File: src/rtl/ps2_pkg.sv
// rtl/ps2_pkg.sv - PS/2 Set-2 scancode constants, decode states and event type
package ps2_pkg;

  localparam logic [7:0] SC_E0 = 8'hE0;
  localparam logic [7:0] SC_F0 = 8'hF0;
  localparam logic [7:0] SC_E1 = 8'hE1;
  localparam logic [7:0] SC_12 = 8'h12;
  localparam logic [7:0] SC_AA = 8'hAA;
  localparam logic [7:0] SC_FA = 8'hFA;
  localparam logic [7:0] SC_EE = 8'hEE;
  localparam logic [7:0] SC_FE = 8'hFE;
  localparam logic [7:0] SC_00 = 8'h00;
  localparam logic [7:0] SC_FC = 8'hFC;
  localparam logic [7:0] SC_FF = 8'hFF;

  // Remaining bytes of the Pause sequence after its leading E1.
  localparam logic [2:0] PAUSE_SKIP = 3'd7;

  typedef enum logic [2:0] {
    S_IDLE = 3'd0,
    S_E0   = 3'd1,
    S_F0   = 3'd2,
    S_E0F0 = 3'd3,
    S_E1   = 3'd4
  } ps2_state_e;

  typedef struct packed {
    logic       pressed;
    logic       extended;
    logic [7:0] code;
  } ps2_event_t;

  function automatic logic is_error_byte(input logic [7:0] b);
    return (b == SC_00) || (b == SC_FC) || (b == SC_FF);
  endfunction

  function automatic logic is_response_byte(input logic [7:0] b);
    return (b == SC_AA) || (b == SC_FA) || (b == SC_EE) || (b == SC_FE);
  endfunction

endpackage

File: src/rtl/ps2_event_fifo.sv
// rtl/ps2_event_fifo.sv - synchronous FIFO of completed key events
module ps2_event_fifo
  import ps2_pkg::*;
#(
  parameter int DEPTH = 4
) (
  input  logic       clk,
  input  logic       reset_n,
  input  logic       push,
  input  ps2_event_t push_data,
  input  logic       pop,
  output ps2_event_t pop_data,
  output logic       full,
  output logic       empty
);

  localparam int AW = $clog2(DEPTH);

  ps2_event_t    mem_q [DEPTH];
  logic [AW:0]   wr_ptr_q, wr_ptr_d;
  logic [AW:0]   rd_ptr_q, rd_ptr_d;
  logic          do_push;
  logic          do_pop;

  assign empty = (wr_ptr_q == rd_ptr_q);
  assign full  = (wr_ptr_q[AW] != rd_ptr_q[AW]) &&
                 (wr_ptr_q[AW-1:0] == rd_ptr_q[AW-1:0]);

  // A pop frees the head slot this cycle, so a push into a full FIFO is still taken.
  assign do_pop  = pop && !empty;
  assign do_push = push && (!full || do_pop);

  assign pop_data = mem_q[rd_ptr_q[AW-1:0]];

  always_comb begin
    wr_ptr_d = wr_ptr_q;
    rd_ptr_d = rd_ptr_q;
    if (do_push) wr_ptr_d = wr_ptr_q + 1'b1;
    if (do_pop)  rd_ptr_d = rd_ptr_q + 1'b1;
  end

  always_ff @(posedge clk or negedge reset_n) begin
    if (!reset_n) begin
      wr_ptr_q <= '0;
      rd_ptr_q <= '0;
    end else begin
      wr_ptr_q <= wr_ptr_d;
      rd_ptr_q <= rd_ptr_d;
    end
  end

  always_ff @(posedge clk) begin
    if (do_push) mem_q[wr_ptr_q[AW-1:0]] <= push_data;
  end

endmodule

File: src/rtl/ps2_event_encoder.sv
// rtl/ps2_event_encoder.sv - Set-2 scancode stream to paced toggle-format ps2_key word
module ps2_event_encoder
  import ps2_pkg::*;
#(
  parameter int FIFO_DEPTH = 4,
  parameter int GAP_CYCLES = 16
) (
  input  logic        clk,
  input  logic        reset_n,
  input  logic        byte_valid,
  input  logic [7:0]  byte_data,
  input  logic        clr_overflow,
  output logic [10:0] ps2_key,
  output logic        overflow
);

  localparam int GW = $clog2(GAP_CYCLES + 1);
  localparam logic [GW-1:0] GAP_RELOAD = GW'(GAP_CYCLES - 1);

  ps2_state_e  state_q, state_d;
  logic [2:0]  skip_q, skip_d;
  logic [GW-1:0] gap_q, gap_d;
  logic [10:0] key_q, key_d;
  logic        ovf_q, ovf_d;

  logic        emit;
  ps2_event_t  ev;
  ps2_event_t  head;
  logic        fifo_full;
  logic        fifo_empty;
  logic        pop;
  logic        drop;

  always_comb begin
    state_d = state_q;
    skip_d  = skip_q;
    emit    = 1'b0;
    ev      = '{pressed: 1'b1, extended: 1'b0, code: byte_data};
    if (byte_valid) begin
      if (is_error_byte(byte_data)) begin
        state_d = S_IDLE;
        skip_d  = 3'd0;
      end else begin
        unique case (state_q)
          S_IDLE: begin
            if (byte_data == SC_E0) begin
              state_d = S_E0;
            end else if (byte_data == SC_F0) begin
              state_d = S_F0;
            end else if (byte_data == SC_E1) begin
              state_d = S_E1;
              skip_d  = PAUSE_SKIP;
            end else if (!is_response_byte(byte_data)) begin
              emit = 1'b1;
            end
          end
          S_E0: begin
            if (byte_data == SC_F0) begin
              state_d = S_E0F0;
            end else begin
              state_d     = S_IDLE;
              emit        = (byte_data != SC_12);
              ev.extended = 1'b1;
            end
          end
          S_F0: begin
            state_d    = S_IDLE;
            emit       = (byte_data != SC_F0) && (byte_data != SC_E0);
            ev.pressed = 1'b0;
          end
          S_E0F0: begin
            state_d     = S_IDLE;
            emit        = (byte_data != SC_12);
            ev.pressed  = 1'b0;
            ev.extended = 1'b1;
          end
          S_E1: begin
            // Pause is swallowed whole; it never produces an event.
            skip_d = (skip_q == 3'd0) ? 3'd0 : skip_q - 3'd1;
            if (skip_q <= 3'd1) state_d = S_IDLE;
          end
          default: begin
            state_d = S_IDLE;
            skip_d  = 3'd0;
          end
        endcase
      end
    end
  end

  ps2_event_fifo #(
    .DEPTH (FIFO_DEPTH)
  ) u_fifo (
    .clk       (clk),
    .reset_n   (reset_n),
    .push      (emit),
    .push_data (ev),
    .pop       (pop),
    .pop_data  (head),
    .full      (fifo_full),
    .empty     (fifo_empty)
  );

  assign pop  = !fifo_empty && (gap_q == '0);
  assign drop = emit && fifo_full && !pop;

  always_comb begin
    key_d = key_q;
    gap_d = gap_q;
    if (pop) begin
      key_d = {~key_q[10], head};
      gap_d = GAP_RELOAD;
    end else if (gap_q != '0) begin
      gap_d = gap_q - 1'b1;
    end
  end

  always_comb begin
    ovf_d = ovf_q;
    if (drop)              ovf_d = 1'b1;
    else if (clr_overflow) ovf_d = 1'b0;
  end

  always_ff @(posedge clk or negedge reset_n) begin
    if (!reset_n) begin
      state_q <= S_IDLE;
      skip_q  <= 3'd0;
      gap_q   <= '0;
      key_q   <= 11'd0;
      ovf_q   <= 1'b0;
    end else begin
      state_q <= state_d;
      skip_q  <= skip_d;
      gap_q   <= gap_d;
      key_q   <= key_d;
      ovf_q   <= ovf_d;
    end
  end

  assign ps2_key  = key_q;
  assign overflow = ovf_q;

endmodule

File: config.mk
export PLATFORM = sky130hd
export DESIGN_NAME = ps2_event_encoder
export DESIGN_NICKNAME = d
export VERILOG_FILES = /design/src/rtl/ps2_pkg.sv /design/src/rtl/ps2_event_fifo.sv /design/src/rtl/ps2_event_encoder.sv
export SDC_FILE = /design/constraint.sdc
export NUM_CORES = 1
export LEC_CHECK = 0
export BUFFER_PORTS_ARGS = -buffer_cell sky130_fd_sc_hd__buf_2
export CORE_UTILIZATION = 39
export CTS_CLUSTER_DIAMETER = 100
export DETAILED_ROUTE_END_ITERATION = 8
export MAX_ROUTING_LAYER = met4
export PLACE_DENSITY = 0.59
export SLEW_MARGIN = 10
export SYNTH_ARGS = -nofsm -noshare
export SYNTH_HDL_FRONTEND = slang
export SYNTH_SLANG_ARGS = --single-unit
File: constraint.sdc
create_clock -name clk -period 3.18 [get_ports clk]
set_input_delay 0.477 -clock clk [delete_from_list [all_inputs] [get_ports clk]]
set_output_delay 0.477 -clock clk [all_outputs]
set_load 0.05 [all_outputs]
After elaboration in Yosys (flattened, before gate mapping) --
Memory sizes are Yosys's and may differ from the RTL's. A register that Yosys moved wholly into a read port is not among the register bits. Cells that the tools add are included. W data, S select, Z words.
Storage, ports and cells: memories kept 1, word-level logic and storage cells 99, input bits 12, memory bits (writable) 40, register bits after elaboration 29, output and inout bits 12
Memories:
- u_fifo.mem_q | words 4, width 10, rd ports 1, clocked after Yosys merged registers in 1, wr ports 1, line ps2_event_fifo.sv:19 | ps2_event_t mem_q [DEPTH];
Operators by class: order comparisons 1, add/sub/neg operators 4, reduce and logical (&&, ||, !) cells 28, bitwise gates (word level) 1, equality and inequality tests 25, muxes and demuxes 32
Operators with widths (number):
- $eq A8 B8 Y1 const B | 9
- $mux W3 | 10
- $pmux W3 S3 | 2
- $ne A8 B8 Y1 const B | 2
- $mux W1 | 13
- $ne A3 B3 Y1 const B | 4
- $mux W5 | 2
- $logic_not A8 Y1 | 1
- $ne A8 B5 Y1 const B | 1
- $logic_and A1 B1 Y1 | 7
- $add A3 B1 Y3 const B | 2
- $eq A3 B2 Y1 const B | 2
- $logic_not A3 Y1 | 2
- $logic_or A1 B1 Y1 | 6
- $mux W2 | 3
- $logic_not A5 Y1 | 1
- $ne A5 B5 Y1 const B | 1
- $reduce_and A5 Y1 | 1
- $reduce_bool A5 Y1 | 1
- $sub A5 B1 Y5 const B | 1
- $logic_not A1 Y1 | 4
- $pmux W1 S4 | 1
- $reduce_bool A2 Y1 | 2
- $eq A3 B1 Y1 const B | 1
- 12 further kinds | 12

Logic depth before layout (Yosys ltp) --
depth in word-level cells 14, mapped depth 7, gate-level depth less buffers 7

By module --
From an unflattened synthesis, not the netlist that was laid out.
Unflattened totals: cell total of the unflattened synthesis 221, area, all modules 3148.0 um^2
Modules (own cells, without submodules):
- ps2_event_fifo | times used 1, cells an instance 99, seq. area each 1351.3 um^2, area an instance 1908.1 um^2
- ps2_event_encoder | times used 1, cells an instance 122, seq. area each 575.6 um^2, area an instance 1239.9 um^2

Worst setup path before layout --
OpenSTA, ideal clock, no wires.
path kind reg2reg, start point register gap_q[0], end point memory u_fifo.mem_q[3][0] in the netlist's numbering, enable pin, cell stages (with the launch flop) 7, arrival time 1.963 ns, path buffers 0, required time 2.797 ns, library setup time 0.383 ns, period minus slack after synthesis 2.346 ns, setup slack 0.834 ns, cells stage by stage dfrtp_1 -> inv_1 -> ha_1 -> or4b_1 -> nand4_1 -> nand4_1 -> a21oi_1
Between the ends: cells in the longest elaborated chain, start to end 7
Ends and longest elaborated chain:
- start: declaration | line ps2_event_encoder.sv:22 | logic [GW-1:0] gap_q, gap_d;
- start signal: assignment | line ps2_event_encoder.sv:134 | gap_q <= gap_d;
- $logic_not A5 Y1 | line ps2_event_encoder.sv:104 | assign pop = !fifo_empty && (gap_q == '0);
- $logic_and A1 B1 Y1 | line ps2_event_encoder.sv:104
- $logic_and A1 B1 Y1 | line ps2_event_fifo.sv:30 | assign do_pop = pop && !empty;
- $logic_or A1 B1 Y1 | line ps2_event_fifo.sv:31 | assign do_push = push && (!full || do_pop);
- $logic_and A1 B1 Y1 | line ps2_event_fifo.sv:31
- $mux W1 | line ps2_event_fifo.sv:53 | if (do_push) mem_q[wr_ptr_q[AW-1:0]] <= push_data;
- $mux W1 (implied by the code) | line ps2_event_fifo.sv:53
- end: declaration | line ps2_event_fifo.sv:19
No other way between the ends.

Worst setup path after layout --
start point register gap_q[0], end point memory u_fifo.mem_q[1][3] in the netlist's numbering, enable pin
The elaborated chain is that of the path after synthesis.

==> flow_summary_export.csv <==
group,metric,value,unit
status,status,"complete, no violations",
logic_synthesis,syn_nets,222,
worst_setup_path,path_max_fanout,10,
sta,fin_tns_setup,0,ns
logic_synthesis,synth_edf_count,40,
pwr,pwr-share-seq,41.8,%
pwr,comb_power_share,31.8,%
worst_setup_path,worst-path-buf-inv,1,
worst_setup_path,cpLargestDelayFamily,"simple AND/OR/NAND/NOR gates",
clocking,cts_tree,"done",
floorplan,core,0.00741,mm2
worst_setup_path,critPathLaunchType,"flip-flop",
floorplan,die_area,0.00816,mm2
logic_synthesis,async_reset_ff_share,42.0,%
drt,drt-pass1-iter-count,4,
logic_synthesis,synthTopCellsByCount,"edfxtp_1, dfrtp_1, mux2_2, mux4_2, nor2_1",
logic_synthesis,yosysUniqueCellTypes,47,
sta,clock_skew,0.0105,ns
sta,final.period_utilization,75.3,%
floorplan,boundaryPins,24,
pwr,ir_drop,301,uV
logic_synthesis,yosys_register_bits,69,
logic_synthesis,ys_seq_area_share,63.3,%
grt,grt_max_degree,30,
grt,use_met3,4.80,%
pwr,pwr-share-clk,26.4,%
worst_setup_path,worst_r2r_path_depth,7,
clocking,clockBufferDepth,2,
drt,vias,1745,
clocking,cts_sinks,69,
drt,first_iter_violations,72,
grt,grt_use_total,14.8,%
floorplan,rows,31,
sta,slew_headroom,51.3,%
worst_setup_path,cp_slowest_cell,"or4b_1",
grt,top_usage_layer,"met2",
sta,clock.fmax,418,MHz
logic_synthesis,yosys_warnings,0,
pwr,p_sw,1.09,mW
clocking,clock-root-buffer,"clkbuf_8",
drt,wl_per_cell,15.6,um
logic_synthesis,synthTopCellsByArea,"edfxtp_1, dfrtp_1, mux4_2",
floorplan,dieHeight,90.3,um
worst_hold_path,hp-class,"in -> async",
sta,hold_viol_final,0,
sta,slew_violations,0,
sta,rsz0062_at_grt,"no",
drt,drc,0,
job,cap_violations,0,
floorplan,start_util,41.1,%
worst_setup_path,path_cells,"inv_1 > ha_1 > or4b_1 > nand4_1 > nand3_1 > a21oi_2 > and2_2",
clocking,cts_buffers,9,
clocking,cts_htree_levels,3,
grt,grt_pass1_wl,8.60,mm
worst_setup_path,path_depth,7,
logic_synthesis,netlist_instances,202,
clocking,cts-hold-fix-buffers,0,
clocking,cts_resized,0,
place,gp_congestion,0.857,
sta,worstMarginPinSlew,0.722,ns
place,portBuffers,23,
worst_setup_path,slowest_delay,0.52,ns
drt,finalWirelength,5.30,mm
floorplan,dieWidth,90.3,um
logic_synthesis,synth-main-ff-cell,"edfxtp_1",
clocking,insertion_delay,0.33,ns
clocking,cts_setup_buffers,0,
finish,syn2layout_area_growth,16.2,%
sta,setup_viol,0,
grt,grt_use_met1,18.3,%
drt,routed_via_density,5.15,
worst_setup_path,endpoint_kind,"flip-flop",
pwr,leakage,1.37,nW
pwr,internal-power,2.17,mW
sta,min_period,2.39,ns
logic_synthesis,synth_most_common_cell,"edfxtp_1",
logic_synthesis,netlist_area,0.00304,mm2
worst_setup_path,crit_arrival,2.40,ns
logic_synthesis,syn_area_per_cell,15.1,um2
pwr,p_per_area,924,mW/mm2
finish,layout-drive-gt1-share,31.7,%
grt,grt.overflow.total,0,
logic_synthesis,synth_top_area_cell,"edfxtp_1",
clocking,cts.clk_slew.worst_paths,0.07,ns
worst_setup_path,crit_required,3.19,ns
finish,fin_nets,255,
drt,postRouteAntennaNets,0,
pwr,p_total,3.27,mW
grt,grt_pass1_vias,1674,
grt,gr-usage-met2,22.6,%
finish,nFillCells,663,
worst_setup_path,critPathKind,"reg -> reg",
finish,diodes,0,
grt,antenna_found_initial,0,
place,hpwl,3.54,mm
pwr,p_sw_share,33.5,%
logic_synthesis,yosysTopAreaCellShare,39.5,%
## area by class of cell
cell class                      count  area (um2)  area share, %
Multi-Input combinational cell    119        1050           29.9
Clock inverter                      5         108           3.05
Clock buffer                       11         141           4.00
Timing Repair Buffer               27         145           4.11
Tap cell                           99         124           3.51
Sequential cell                    69        1930           54.5
Inverter                            9        33.8          0.956
## state kept, by name (all words and copies together), names as in the netlist
name / cells
u_fifo.mem_q: 40
ps2_key: 11
gap_q: 5
skip_q: 3
state_q: 3
u_fifo.rd_ptr_q: 3
u_fifo.wr_ptr_q: 3
overflow: 1
## through the flow
| stage | utilization (%) | hold slack (ns) | instance area, um2 | worst slack [ns] | cells |
|---|---|---|---|---|---|
| 6_report | 47.7 | 0.191 | 3530 | 0.787 | 339 |
| 5_1_grt | 47.7 | 0.226 | 3530 | 0.615 | 339 |
| 4_1_cts | 47.7 | 0.200 | 3530 | 0.772 | 339 |
| 3_5_place_dp | 44.3 | 0.453 | 3280 | 0.732 | 323 |
| 3_3_place_gp | 44.3 | 0.449 | 3280 | 0.794 | 323 |
| 2_1_floorplan | - | 0.181 | 3040 | 0.834 | 202 |
## cells by family after synthesis
| group | count (synthesis) | share of synthesized area (%) |
|---|---|---|
| flops | 69 | 63.3 |
| simple gates | 49 | 9.05 |
| compound gates | 30 | 7.49 |
| mux | 22 | 12.0 |
| buf+inv | 14 | 1.97 |
| xor+xnor | 10 | 2.88 |
| fa+ha+maj | 8 | 3.29 |
## cells in the final DEF (no fill, tap or decap), drive strengths merged, types with 7 or more instances in the layout
cell type / netlist / final
inv: 9 / 9
ha: 8 / 8
o21ai: 7 / 7
mux2: 12 / 12
clkbuf: 2 / 11
nor2: 11 / 11
buf: 3 / 27
mux4: 10 / 10
dfrtp: 29 / 29
edfxtp: 40 / 40
## power by group through the flow
stage                     sequential [mW]  combinational, mW  clock (mW)
final                                1.36               1.04       0.863
after global routing                 1.40               1.12       0.924
after CTS                            1.37               1.05       0.891
after detailed placement             1.39               1.05           0
after global placement               1.38               1.04           0
after floorplan                      1.61              0.563           0
## worst paths after layout
kind | from | endpoint | slack (ns)
min in group clk | clr_overflow | overflow | 0.33
max | gap_q[0] | u_fifo.mem_q[1][3] | 0.79
min | reset_n | ps2_key[10] | 0.19
max reg2reg | gap_q[0] | u_fifo.mem_q[1][3] | 0.79
max in group asynchronous | reset_n | state_q[0] | 2.53
min reg2reg | ps2_key[10] | ps2_key[10] | 0.46
## worst register-to-register path: cells and delay by family, from the launching register on
kind	cells	cell delay, ns
flops	1	0.41
fa+ha+maj	1	0.18
simple gates	4	1.17
compound gates	1	0.24
buf+inv	1	0.07
## layer usage
| metal | share of wire, % | up-vias |
|---|---|---|
| met4 | 1.2 | 0 |
| met5 | 0 | - |
| met3 | 3.5 | 4 |
| met1 | 48 | 869 |
| met2 | 47 | 34 |
| li1 | - | 838 |
Note: power is estimated with default switching activity, not from simulation.
